`src/rtl/tcl_ingress_pkg.sv`:
```
// Shared types and widths for the transaction-layer ingress stage.
package tcl_ingress_pkg;

    localparam int unsigned WORD_W    = 12;
    localparam int unsigned DEST_HI   = 11;
    localparam int unsigned DEST_LO   = 10;
    localparam int unsigned DEST_W    = DEST_HI - DEST_LO + 1;
    localparam int unsigned PAYLOAD_W = DEST_LO;
    localparam int unsigned THR_W     = 3;
    localparam int unsigned CRED_W    = 4;
    localparam int unsigned ICNT_W    = 4;

    typedef enum logic [1:0] {
        ST_IDLE = 2'd0,
        ST_INIT = 2'd1,
        ST_RUN  = 2'd2
    } state_e;

    typedef struct packed {
        logic [DEST_W-1:0]    dest;
        logic [PAYLOAD_W-1:0] payload;
    } tcl_word_t;

endpackage

```
`src/rtl/skid_buf2.sv`:
```
// Two-entry FIFO with flush; slot0 is always the head word.
module skid_buf2
    import tcl_ingress_pkg::*;
(
    input  logic      clk,
    input  logic      reset,
    input  logic      push,
    input  tcl_word_t push_data,
    input  logic      pop,
    input  logic      flush,
    output logic [1:0] count,
    output tcl_word_t head
);

    tcl_word_t  slot0_q, slot0_d;
    tcl_word_t  slot1_q, slot1_d;
    logic [1:0] count_q, count_d;

    // Caller guarantees no push when full and no pop when empty.
    always_comb begin
        slot0_d = slot0_q;
        slot1_d = slot1_q;
        count_d = count_q;
        if (flush) begin
            count_d = 2'd0;
        end else begin
            case ({push, pop})
                2'b10: begin
                    if (count_q == 2'd0) slot0_d = push_data;
                    else                 slot1_d = push_data;
                    count_d = 2'(count_q + 2'd1);
                end
                2'b01: begin
                    slot0_d = slot1_q;
                    count_d = 2'(count_q - 2'd1);
                end
                2'b11: begin
                    if (count_q == 2'd1) begin
                        slot0_d = push_data;
                    end else begin
                        slot0_d = slot1_q;
                        slot1_d = push_data;
                    end
                end
                default: count_d = count_q;
            endcase
        end
    end

    always_ff @(posedge clk or negedge reset) begin
        if (!reset) begin
            slot0_q <= '0;
            slot1_q <= '0;
            count_q <= 2'd0;
        end else begin
            slot0_q <= slot0_d;
            slot1_q <= slot1_d;
            count_q <= count_d;
        end
    end

    assign count = count_q;
    assign head  = slot0_q;

endmodule

```
`src/rtl/tcl_ingress.sv`:
```
// Ingress stage: core bring-up sequencing plus credit-gated forwarding via a 2-deep skid.
// Optional push statistics counter enabled by TCL_INGRESS_STATS_EN.
module tcl_ingress
    import tcl_ingress_pkg::*;
#(
    parameter int unsigned CREDITS     = 8,
    parameter int unsigned INIT_CYCLES = 2
) (
    input  logic              clk,
    input  logic              reset,
    input  logic              cfg_start,
    input  logic [THR_W-1:0]  cfg_umbral_bajo,
    input  logic [THR_W-1:0]  cfg_umbral_alto,
    input  logic              in_valid,
    input  logic [WORD_W-1:0] in_data,
    output logic              in_ready,
    input  logic              credit_return,
    output logic              init,
    output logic [THR_W-1:0]  Umbral_bajo,
    output logic [THR_W-1:0]  Umbral_alto,
    output logic              pushIn,
    output logic [WORD_W-1:0] dataInputFIFO,
    output logic              busy,
    output logic [CRED_W-1:0] credits
`ifdef TCL_INGRESS_STATS_EN
    ,
    output logic [7:0]        push_count
`endif
);

    state_e            state_q, state_d;
    logic [ICNT_W-1:0] init_cnt_q, init_cnt_d;
    logic              init_q, init_d;
    logic [THR_W-1:0]  bajo_q, bajo_d, alto_q, alto_d;
    logic              push_in_q, push_in_d;
    tcl_word_t         data_q, data_d;
    logic              busy_q, busy_d;
    logic [CRED_W-1:0] credits_q, credits_d;
    logic              in_ready_q, in_ready_d;

    logic       sb_push, sb_pop, sb_flush;
    logic [1:0] sb_count, sb_cnt_nxt;
    tcl_word_t  sb_head;

    skid_buf2 u_skid (
        .clk       (clk),
        .reset     (reset),
        .push      (sb_push),
        .push_data (tcl_word_t'(in_data)),
        .pop       (sb_pop),
        .flush     (sb_flush),
        .count     (sb_count),
        .head      (sb_head)
    );

    always_comb begin
        state_d    = state_q;
        init_cnt_d = init_cnt_q;
        init_d     = 1'b0;
        bajo_d     = bajo_q;
        alto_d     = alto_q;
        push_in_d  = 1'b0;
        data_d     = data_q;
        credits_d  = credits_q;
        sb_push    = 1'b0;
        sb_pop     = 1'b0;
        sb_flush   = 1'b0;

        case (state_q)
            ST_IDLE: state_d = ST_IDLE;
            ST_INIT: begin
                if (init_cnt_q != '0) begin
                    init_d     = 1'b1;
                    init_cnt_d = init_cnt_q - ICNT_W'(1);
                end else begin
                    state_d   = ST_RUN;
                    credits_d = CRED_W'(CREDITS);
                end
            end
            ST_RUN: begin
                sb_push = in_valid && in_ready_q;
                sb_pop  = (sb_count != 2'd0) && (credits_q != '0);
                if (sb_pop) begin
                    push_in_d = 1'b1;
                    data_d    = sb_head;
                end
                // Push and return in the same cycle cancel out.
                if (sb_pop && !credit_return) begin
                    credits_d = credits_q - CRED_W'(1);
                end else if (!sb_pop && credit_return && (credits_q < CRED_W'(CREDITS))) begin
                    credits_d = credits_q + CRED_W'(1);
                end
            end
            default: state_d = ST_IDLE;
        endcase

        // A configuration strobe restarts bring-up from any state and drops held traffic.
        if (cfg_start) begin
            state_d    = ST_INIT;
            init_cnt_d = ICNT_W'(INIT_CYCLES);
            init_d     = 1'b0;
            bajo_d     = cfg_umbral_bajo;
            alto_d     = cfg_umbral_alto;
            push_in_d  = 1'b0;
            data_d     = data_q;
            credits_d  = credits_q;
            sb_push    = 1'b0;
            sb_pop     = 1'b0;
            sb_flush   = 1'b1;
        end
    end

    always_comb begin
        sb_cnt_nxt = sb_flush ? 2'd0 : 2'(sb_count + {1'b0, sb_push} - {1'b0, sb_pop});
        in_ready_d = (state_d == ST_RUN) && (sb_cnt_nxt < 2'd2);
        busy_d     = (state_d != ST_RUN);
    end

    always_ff @(posedge clk or negedge reset) begin
        if (!reset) begin
            state_q    <= ST_IDLE;
            init_cnt_q <= '0;
            init_q     <= 1'b0;
            bajo_q     <= '0;
            alto_q     <= '0;
            push_in_q  <= 1'b0;
            data_q     <= '0;
            busy_q     <= 1'b1;
            credits_q  <= '0;
            in_ready_q <= 1'b0;
        end else begin
            state_q    <= state_d;
            init_cnt_q <= init_cnt_d;
            init_q     <= init_d;
            bajo_q     <= bajo_d;
            alto_q     <= alto_d;
            push_in_q  <= push_in_d;
            data_q     <= data_d;
            busy_q     <= busy_d;
            credits_q  <= credits_d;
            in_ready_q <= in_ready_d;
        end
    end

    assign in_ready      = in_ready_q;
    assign init          = init_q;
    assign Umbral_bajo   = bajo_q;
    assign Umbral_alto   = alto_q;
    assign pushIn        = push_in_q;
    assign dataInputFIFO = data_q;
    assign busy          = busy_q;
    assign credits       = credits_q;

`ifdef TCL_INGRESS_STATS_EN
    localparam int unsigned STAT_W = 8;
    logic [STAT_W-1:0] push_count_q, push_count_d;

    // Counts pushIn pulses; restarts on every bring-up.
    always_comb begin
        push_count_d = push_count_q;
        if (cfg_start)      push_count_d = '0;
        else if (push_in_d) push_count_d = push_count_q + STAT_W'(1);
    end

    always_ff @(posedge clk or negedge reset) begin
        if (!reset) push_count_q <= '0;
        else        push_count_q <= push_count_d;
    end

    assign push_count = push_count_q;
`else
    // Statistics counter not built.
`endif

endmodule
```
`config.mk`:
```
export PLATFORM = sky130hd
export DESIGN_NAME = tcl_ingress
export DESIGN_NICKNAME = d
export VERILOG_FILES = /design/src/rtl/tcl_ingress_pkg.sv /design/src/rtl/skid_buf2.sv /design/src/rtl/tcl_ingress.sv
export SDC_FILE = /design/constraint.sdc
export NUM_CORES = 1
export LEC_CHECK = 0
export CAP_MARGIN = 10
export CORE_ASPECT_RATIO = 1.2
export CORE_MARGIN = 1
export CORE_UTILIZATION = 65
export CTS_BUF_LIST = sky130_fd_sc_hd__clkbuf_8
export DETAILED_ROUTE_END_ITERATION = 10
export DONT_BUFFER_PORTS = 1
export GPL_TIMING_DRIVEN = 0
export MAX_ROUTING_LAYER = met4
export PLACE_DENSITY = 0.81
export RECOVER_POWER = 50
export SLEW_MARGIN = 10
export SYNTH_ARGS = -nofsm -noshare
export SYNTH_HDL_FRONTEND = slang
export SYNTH_SLANG_ARGS = --single-unit
```
`constraint.sdc`:
```
create_clock -name clk -period 3.15 [get_ports clk]
set_input_delay 0.63 -clock clk [delete_from_list [all_inputs] [get_ports clk]]
set_output_delay 0.63 -clock clk [all_outputs]
set_load 0.01 [all_outputs]
```
==> results.cfg, run 1 <==
[floorplan]
core_area_sq_mm = 0.004004
fp.dieH_microns = 73.43
dieWidth_microns = 61.53
io_pins = 49
dieArea_sq_mm = 0.004518
start_util_pct = 69.03
rows = 25

[clocking]
clk_path_buf_depth = 2
ctsResizeCount = 0
post_cts_buffers = 0
clkSinkCount = 58
path_clk_slew_ns = 0.07
cts-buffers-inserted = 9
cts-root-buf = clkbuf_8
cts-hold-fix-buffers = 1
cts_tree = yes
clk_latency_ns = 0.32
h-tree-depth = 3

[setup_path]
path_buf_inv = 3
reg2reg_to = credits[3]
end_kind = flop
critPathLaunchType = flop
critical-path-top-delay-family = buffers and inverters
r2r_start = u_skid.count[1]
cp_slowest_cell = dfrtp_1
worstPathRequired_ns = 3.36
path_class = reg2reg
cp_max_fo = 10
ff2ff_setup_slack_ns = 0.47
ff2ff_path_depth = 12
max_stage_delay_ns = 0.42
arrival_ns = 2.88
path_cells = inv_1 > ha_1 > clkbuf_1 > nor2_1 > nand2_1 > inv_1 > ha_1 > o21ai_0 > nand2b_1 > mux2i_1 > nand4_1 > o311a_1

[place]
numPortBuffers = 0
hpwl_mm = 3.400
place_congestion = 0.8020

[global_routing]
overflow = 0
grt_usage_pct = 25.59
grt_max_degree = 58
grt_pass1_vias = 1803
antenna_found_initial = 0
grt_first_pass_wirelength_mm = 8.031

[flow_run]
drv_cap = 0

[sta]
worst_slew_margin_rel_pct = 9.119
period_share_pct = 85.01
finalHoldViolations = 0
final.min_clock_period_ns = 2.678
slew_violations = 0
worst_slew_pin_slew_ns = 1.363
finClkSkew_ns = 0.005822
hold_ws_ns = 0.1429
rsz0062_at_grt = no
setup_viol = 0
totalNegativeSetupSlack_ns = 0
max_freq_ghz = 0.3734

[drt]
vias_per_cell = 5.917
drtAntennaViolNets = 0
vias = 1793
wl_mm = 5.048
drcViolationCount = 0
first_pass_iters = 4
drt_iter0_markers = 68
wire_per_inst_microns = 16.66

[yosys]
synth_area_sq_mm = 0.002764
synthesis.nets = 264
synthArstFlopShare_pct = 100.0
syn_area_per_cell_sq_um = 11.91
netlist_instances = 232
synth-seq-area-share_pct = 52.56
synth.distinct_cells = 42
yosys_warnings = 0
ys.flop_type = dfrtp_1
ys_seq_elements = 58
synth-edff-count = 0

[cells_and_area]
area_growth_pct = 10.55
final_util_pct = 76.31
fill_cells = 268
drive_above_1_share_pct = 24.90
antenna_cells = 0
fin_nets = 276

[power]
ir_worst_vdd_v = 0.0004485
p_per_area_mw_per_mm2 = 587.8
p_leak_nw = 1.410

[outcome]
status = finished clean

[worst_hold_path]
hold_class = in2async
## metal layers
metal | global-route usage [%] | vias to the layer above | routed length (microns)
li1 | - | 842 | -
met4 | 12.10 | 0 | 99
met1 | 31.10 | 893 | 2225
met5 | - | - | 0
met2 | 38.71 | 46 | 2453
met3 | 7.746 | 12 | 269
## power by group
group	switching, W	internal, W	total (W)
clock network	0.000284	0.000461	0.000745
logic	0.000125	0.0000853	0.000210
registers	0.0000458	0.000794	0.000840
## how the worst max path moves through the flow
| stage | startpoint | endpoint | slack [ns] | cells past startpoint |
|---|---|---|---|---|
| global route | u_skid.count[1] | credits[3] | 0.27 | 12 |
| finish | u_skid.count[1] | credits[3] | 0.47 | 12 |
| CTS | u_skid.count[1] | credits[3] | 0.50 | 10 |
| global placement | cfg_start | in_ready | 0.48 | 8 |
| detailed placement | cfg_start | in_ready | 0.47 | 8 |
| floorplan | cfg_start | in_ready | 0.78 | 8 |
## final cells by class
type	count	area, sq um	share of cell area (%)
repair buffers	1	5.005	0.1638
clock buffers	10	137.6	4.505
well taps	54	67.56	2.211
inverters	10	37.54	1.229
plain buffers	11	60.06	1.966
multi-input cells	153	1214	39.72
flip-flops and latches	58	1453	47.54
clock inverters	6	81.33	2.662
## sequential cells by signal (all words and copies together), names as in the netlist
name / count
credits: 4
state_q: 2
in_ready: 1
busy: 1
u_skid.head: 12
u_skid.count: 2
Umbral_alto: 3
dataInputFIFO: 12
init_cnt_q: 4
pushIn: 1
init: 1
Umbral_bajo: 3
u_skid.slot1_q: 12
## cells in the final DEF (no fill, tap or decap), types with 2 or more instances in the layout
cell type	count
dfrtp_1	57
mux2_2	31
nand2_1	20
o21ai_0	20
mux2i_1	14
nor2_1	12
inv_1	11
clkbuf_8	10
ha_1	9
clkbuf_1	6
a21oi_1	5
xnor2_1	4
xor2_1	3
buf_2	3
nor3_1	3
buf_6	2
nor4_4	2
or3_1	2
nand2b_1	2
nor2b_1	2
nand4_1	2
a31o_2	2
a31oi_1	2
clkinv_2	2
bufinv_16	2
## cells in the mapped netlist (4+ instances only)
master	number	share of area, %
nand2_1	20	2.7
inv_1	10	1.4
clkbuf_1	5	0.68
nor2_1	12	1.6
ha_1	9	4.1
dfrtp_1	57	52
xnor2_1	4	1.3
mux2_2	31	13
mux2i_1	14	5.1
o21ai_0	20	3.6
a21oi_1	5	0.91
## kinds of logic after synthesis
| group | share of synthesized area (%) |
|---|---|
| flip-flops | 52.56 |
| AND/OR/NAND/NOR | 9.869 |
| multiplexers | 17.70 |
| AO/OA/AOI/OAI | 10.05 |
| buffers and inverters | 3.531 |
| adder cells (fa/ha/maj) | 4.074 |
| XOR/XNOR | 2.218 |
## stage by stage
stage / instance area (sq um) / setup WS [ns] / total power, W / instances
2_1_floorplan: 2764 / 0.7833 / 0.001006 / 232
3_3_place_gp: 2831 / 0.4811 / 0.001038 / 286
3_5_place_dp: 2831 / 0.4672 / 0.001050 / 286
4_1_cts: 3078 / 0.4984 / 0.001813 / 303
5_1_grt: 3055 / 0.2739 / 0.001878 / 303
6_report: 3055 / 0.4720 / 0.001796 / 303
(Power assumes the default switching activity.)
==> run 2: changes to the inputs <==
--- a/config.mk
+++ b/config.mk
@@ -6,15 +6,17 @@
 export NUM_CORES = 1
 export LEC_CHECK = 0
 export CAP_MARGIN = 10
+export CELL_PAD_IN_SITES_DETAIL_PLACEMENT = 1
+export CELL_PAD_IN_SITES_GLOBAL_PLACEMENT = 2
 export CORE_ASPECT_RATIO = 1.2
 export CORE_MARGIN = 1
-export CORE_UTILIZATION = 65
+export CORE_UTILIZATION = 43
 export CTS_BUF_LIST = sky130_fd_sc_hd__clkbuf_8
 export DETAILED_ROUTE_END_ITERATION = 10
 export DONT_BUFFER_PORTS = 1
 export GPL_TIMING_DRIVEN = 0
 export MAX_ROUTING_LAYER = met4
-export PLACE_DENSITY = 0.81
+export PLACE_DENSITY_LB_ADDON = 0.1
 export RECOVER_POWER = 50
 export SLEW_MARGIN = 10
 export SYNTH_ARGS = -nofsm -noshare
==> run 2 against run 1 <==
Against the previous run: flip-flop and latch count did not move; wire length grew 11%; core utilization is 26 points lower; final cell count up 9.2%; sequential power barely moved; critical path depth unchanged; clock skew is 0.0032 ns higher; via count decreased by 0.95%; non-clock buffer count unchanged; setup slack got worse by 0.012 ns; global-route usage down 6.0 points; critical path type unchanged; critical endpoint unchanged; largest power group unchanged.
==> results.cfg, run 2 (same netlist as run 1, synthesis figures left out) <==
[floorplan]
io_pins = 49
start_util_pct = 45.10
fp.dieH_microns = 89.83
rows = 31
core_area_sq_mm = 0.006128
dieWidth_microns = 75.19
dieArea_sq_mm = 0.006753

[cells_and_area]
antenna_cells = 0
layoutNonFillerInstCount = 331
fin_nets = 276
final_util_pct = 50.43
regArea_sq_mm = 0.001453
most-common-layout-cells = dfrtp_1 (57), mux2_2 (30), nand2_1 (20), o21ai_0 (20), mux2i_1 (14)
multiInputGateArea_sq_mm = 0.001214
area_growth_pct = 11.82
drive_above_1_share_pct = 24.50
fill_cells = 685
final_common_cell = dfrtp_1

[global_routing]
overflow = 0
antenna_found_initial = 0
grt_pass1_vias = 1944
grt_first_pass_wirelength_mm = 9.390
grt_max_degree = 58
grt_usage_pct = 19.59

[sta]
final.min_clock_period_ns = 2.690
worst_slew_pin_slew_ns = 1.371
period_share_pct = 85.40
rsz0062_at_grt = no
setup_viol = 0
setup_ws_ns = 0.4600
worst_slew_margin_rel_pct = 8.594
finClkSkew_ns = 0.009037
max_freq_ghz = 0.3717
finalHoldViolations = 0
totalNegativeSetupSlack_ns = 0
slew_violations = 0

[clocking]
cts_tree = yes
path_clk_slew_ns = 0.06
clkSinkCount = 58
cts-root-buf = clkbuf_8
cts-buffers-inserted = 9
clk_latency_ns = 0.33
clk_path_buf_depth = 2
h-tree-depth = 3

[setup_path]
end_kind = flop
worstPathRequired_ns = 3.36
cp_max_fo = 10
critPathLaunchType = flop
r2r_start = u_skid.count[1]
path_class = reg2reg
arrival_ns = 2.90
reg2reg_to = credits[3]
ff2ff_path_depth = 12
ff2ff_setup_slack_ns = 0.46

[outcome]
status = finished clean

[drt]
wire_per_inst_microns = 16.95
drcViolationCount = 0
vias_per_cell = 5.366
first_pass_iters = 4
drt_iter0_markers = 38
vias = 1776
wl_mm = 5.609
drtAntennaViolNets = 0

[power]
p_leak_nw = 1.411
p_total_w = 0.001801
p_per_area_mw_per_mm2 = 582.7
ir_worst_vdd_v = 0.0002555

[place]
hpwl_mm = 4.071
post-place-ws_ns = 0.3692
dp.cells = 314
numPortBuffers = 0
place_congestion = 0.8030

[flow_run]
drv_cap = 0

[worst_hold_path]
hold_class = in2async
run 2: cell counts in the layout (fill, tap and decap cells not counted):
Identical to the previous run, type by type.
run 2: what timing repair did:
item / CTS / global route
hold endpoints to repair: 57 / 0
setup buffers: 0 / 0
resized for setup: 0 / 0
endpoints found under the setup margin: 0 / 0
hold buffers: 1 / 0
run 2: worst max-delay path by stage:
stage | startpoint | to | slack [ns] | cells after the start
after CTS | u_skid.count[1] | credits[3] | 0.45 | 12
after global placement | cfg_start | in_ready | 0.48 | 8
after detailed placement | cfg_start | in_ready | 0.37 | 8
after floorplan | cfg_start | in_ready | 0.78 | 8
after global routing | u_skid.count[1] | credits[3] | 0.23 | 12
final | u_skid.count[1] | credits[3] | 0.46 | 12
run 2: per-layer routing:
| layer | vias to the layer above | routed length, microns | GRT usage [%] |
|---|---|---|---|
| li1 | 837 | - | - |
| met2 | 37 | 3006 | 31.91 |
| met3 | 12 | 288 | 6.614 |
| met5 | - | 0 | - |
| met1 | 890 | 2202 | 21.86 |
| met4 | 0 | 111 | 7.407 |
run 2: stage by stage:
| step | hold WS [ns] | area, sq um |
|---|---|---|
| floorplan | 0.3344 | 2764 |
| global placement | 0.3357 | 2867 |
| detailed placement | 0.3357 | 2867 |
| CTS | 0.1191 | 3113 |
| global route | 0.1154 | 3090 |
| finish | 0.1425 | 3090 |
run 2: worst max-delay path: stages (launching register included):
cell      delay [ns]
dfrtp_1         0.41
inv_1           0.11
ha_1            0.26
clkbuf_1        0.43
nor2_1          0.13
nand2_1         0.22
inv_1           0.07
ha_1            0.31
o21ai_0         0.10
nand2b_1        0.07
mux2i_1         0.20
nand4_1         0.12
o311a_1         0.14
run 2: layout make-up:
cell class	instances	area share [%]
buffer	11	1.943
clock buffer	10	4.453
clock inverter	6	2.632
inverter	10	1.215
multi-input combinational	153	39.27
sequential	58	47.00
tap	82	3.320
timing repair buffer	1	0.1619
run 2: power by group:
part           internal (W)  switching (W)  total [W]
combinational     0.0000859       0.000133   0.000219
clock              0.000461       0.000280   0.000741
sequential         0.000794      0.0000465   0.000841
==> run 3: changes to the inputs <==
--- a/config.mk
+++ b/config.mk
@@ -16,7 +16,7 @@
 export DONT_BUFFER_PORTS = 1
 export GPL_TIMING_DRIVEN = 0
 export MAX_ROUTING_LAYER = met4
-export PLACE_DENSITY_LB_ADDON = 0.1
+export PLACE_DENSITY_LB_ADDON = 0.25
 export RECOVER_POWER = 50
 export SLEW_MARGIN = 10
 export SYNTH_ARGS = -nofsm -noshare
==> run 3 against run 2 <==
Against the previous run: sequential share of layout area grew 0.33 points; clock skew down 0.0041 ns; setup slack worse by 0.049 ns; largest power group unchanged; flip-flop and latch count stayed put.
==> results.cfg, run 3 (same netlist as run 1, synthesis figures left out) <==
[clocking]
ctsResizeCount = 0
cts-buffers-inserted = 9
cts-root-buf = clkbuf_8
clk_path_buf_depth = 2
clk_latency_ns = 0.33
path_clk_slew_ns = 0.06
post_cts_buffers = 0
h-tree-depth = 3
cts_tree = yes
clkSinkCount = 58

[setup_path]
ff2ff_path_depth = 12
end_kind = flop
worstPathRequired_ns = 3.36
path_cells = inv_1 > ha_1 > clkbuf_1 > nor2_1 > nand2_1 > inv_1 > ha_1 > o21ai_0 > nand2b_1 > mux2i_1 > nand4_1 > o311a_1
cp_slowest_cell = clkbuf_1
critPathLaunchType = flop
arrival_ns = 2.95
max_stage_delay_ns = 0.44
path_class = reg2reg
cp_max_fo = 10

[floorplan]
core_area_sq_mm = 0.006128
dieArea_sq_mm = 0.006753
start_util_pct = 45.10
dieWidth_microns = 75.19
rows = 31
io_pins = 49
fp.dieH_microns = 89.83

[cells_and_area]
antenna_cells = 0
final_common_cell = dfrtp_1
fin_nets = 276
fill_cells = 671
area_growth_pct = 11.05
most-common-layout-cells = dfrtp_1 (57), mux2_2 (31), nand2_1 (20), o21ai_0 (20), mux2i_1 (14)
drive_above_1_share_pct = 24.10

[drt]
drcViolationCount = 0
drt_iter0_markers = 46
drtAntennaViolNets = 0
wire_per_inst_microns = 17.21
vias_per_cell = 5.435
vias = 1799
first_pass_iters = 3
wl_mm = 5.697

[outcome]
status = finished clean

[global_routing]
grt_usage_pct = 19.88
antenna_found_initial = 0
grt_max_degree = 58
overflow = 0
grt_pass1_vias = 1936
grt_first_pass_wirelength_mm = 9.494

[sta]
totalNegativeSetupSlack_ns = 0
finalHoldViolations = 0
finClkSkew_ns = 0.004890
slew_violations = 0
period_share_pct = 86.97
hold_ws_ns = 0.1377
setup_viol = 0
setup_ws_ns = 0.4105
rsz0062_at_grt = no
max_freq_ghz = 0.3650
final.min_clock_period_ns = 2.739
worst_slew_pin_slew_ns = 1.394
worst_slew_margin_rel_pct = 7.088

[power]
ir_worst_vdd_v = 0.0003180
p_leak_nw = 1.410
p_per_area_mw_per_mm2 = 563.7

[flow_run]
drv_cap = 0

[worst_hold_path]
hold_class = in2async

[place]
numPortBuffers = 0
hpwl_mm = 3.976
place_congestion = 0.7576
post-place-ws_ns = 0.3851
==> run 3: worst paths after layout <==
path                                          from             end  slack (ns)
worst max register to register     u_skid.count[1]      credits[3]        0.41
worst min register to register      u_skid.head[2]  u_skid.head[2]        0.48
max in group asynchronous                    reset  Umbral_alto[0]        1.70
worst max-delay path               u_skid.count[1]      credits[3]        0.41
worst min-delay path                         reset            busy        0.14
min in group clk                cfg_umbral_bajo[1]  Umbral_bajo[1]        0.45
==> run 3: stage by stage <==
stage	power [W]	utilization, %	instance area (sq um)	cells
finish	0.001730	50.08	3069	331
global route	0.001822	50.08	3069	331
CTS	0.001762	50.45	3092	331
detailed placement	0.001056	46.77	2867	314
global placement	0.001047	46.77	2867	314
floorplan	0.001006	-	2764	232
==> run 3: cell type report <==
class | count | area, sq um | share of cell area, %
multi-input combinational | 153 | 1214 | 39.54
tap | 82 | 102.6 | 3.343
clock inverter | 5 | 46.29 | 1.508
sequential | 58 | 1453 | 47.33
clock buffer | 11 | 151.4 | 4.933
buffer | 11 | 60.06 | 1.957
inverter | 10 | 37.54 | 1.223
timing repair buffer | 1 | 5.005 | 0.1631
==> run 3: worst max-delay path: cells and delay by family, from the launching register on <==
| family | cells | cell delay [ns] |
|---|---|---|
| compound gates | 2 | 0.24 |
| simple gates | 4 | 0.55 |
| flops | 1 | 0.42 |
| fa+ha+maj | 2 | 0.59 |
| mux | 1 | 0.17 |
| buf+inv | 3 | 0.64 |
==> run 3: metal layers <==
| metal | share of wire [%] | wire, microns | track usage, % |
|---|---|---|---|
| met2 | 52 | 2961 | 32.06 |
| met1 | 42 | 2381 | 22.55 |
| met4 | 1.4 | 79 | 7.407 |
| met5 | 0 | 0 | - |
| met3 | 4.8 | 275 | 6.726 |
==> run 3: power by group <==
group / switching, W / total [W] / internal (W)
clock network: 0.000277 / 0.000675 / 0.000398
registers: 0.0000473 / 0.000842 / 0.000794
logic: 0.000127 / 0.000213 / 0.0000859
==> run 3: repair_timing <==
item,in CTS,in global routing
hold endpoints to repair,57,0
hold buffers,1,0
endpoints found under the setup margin,0,0
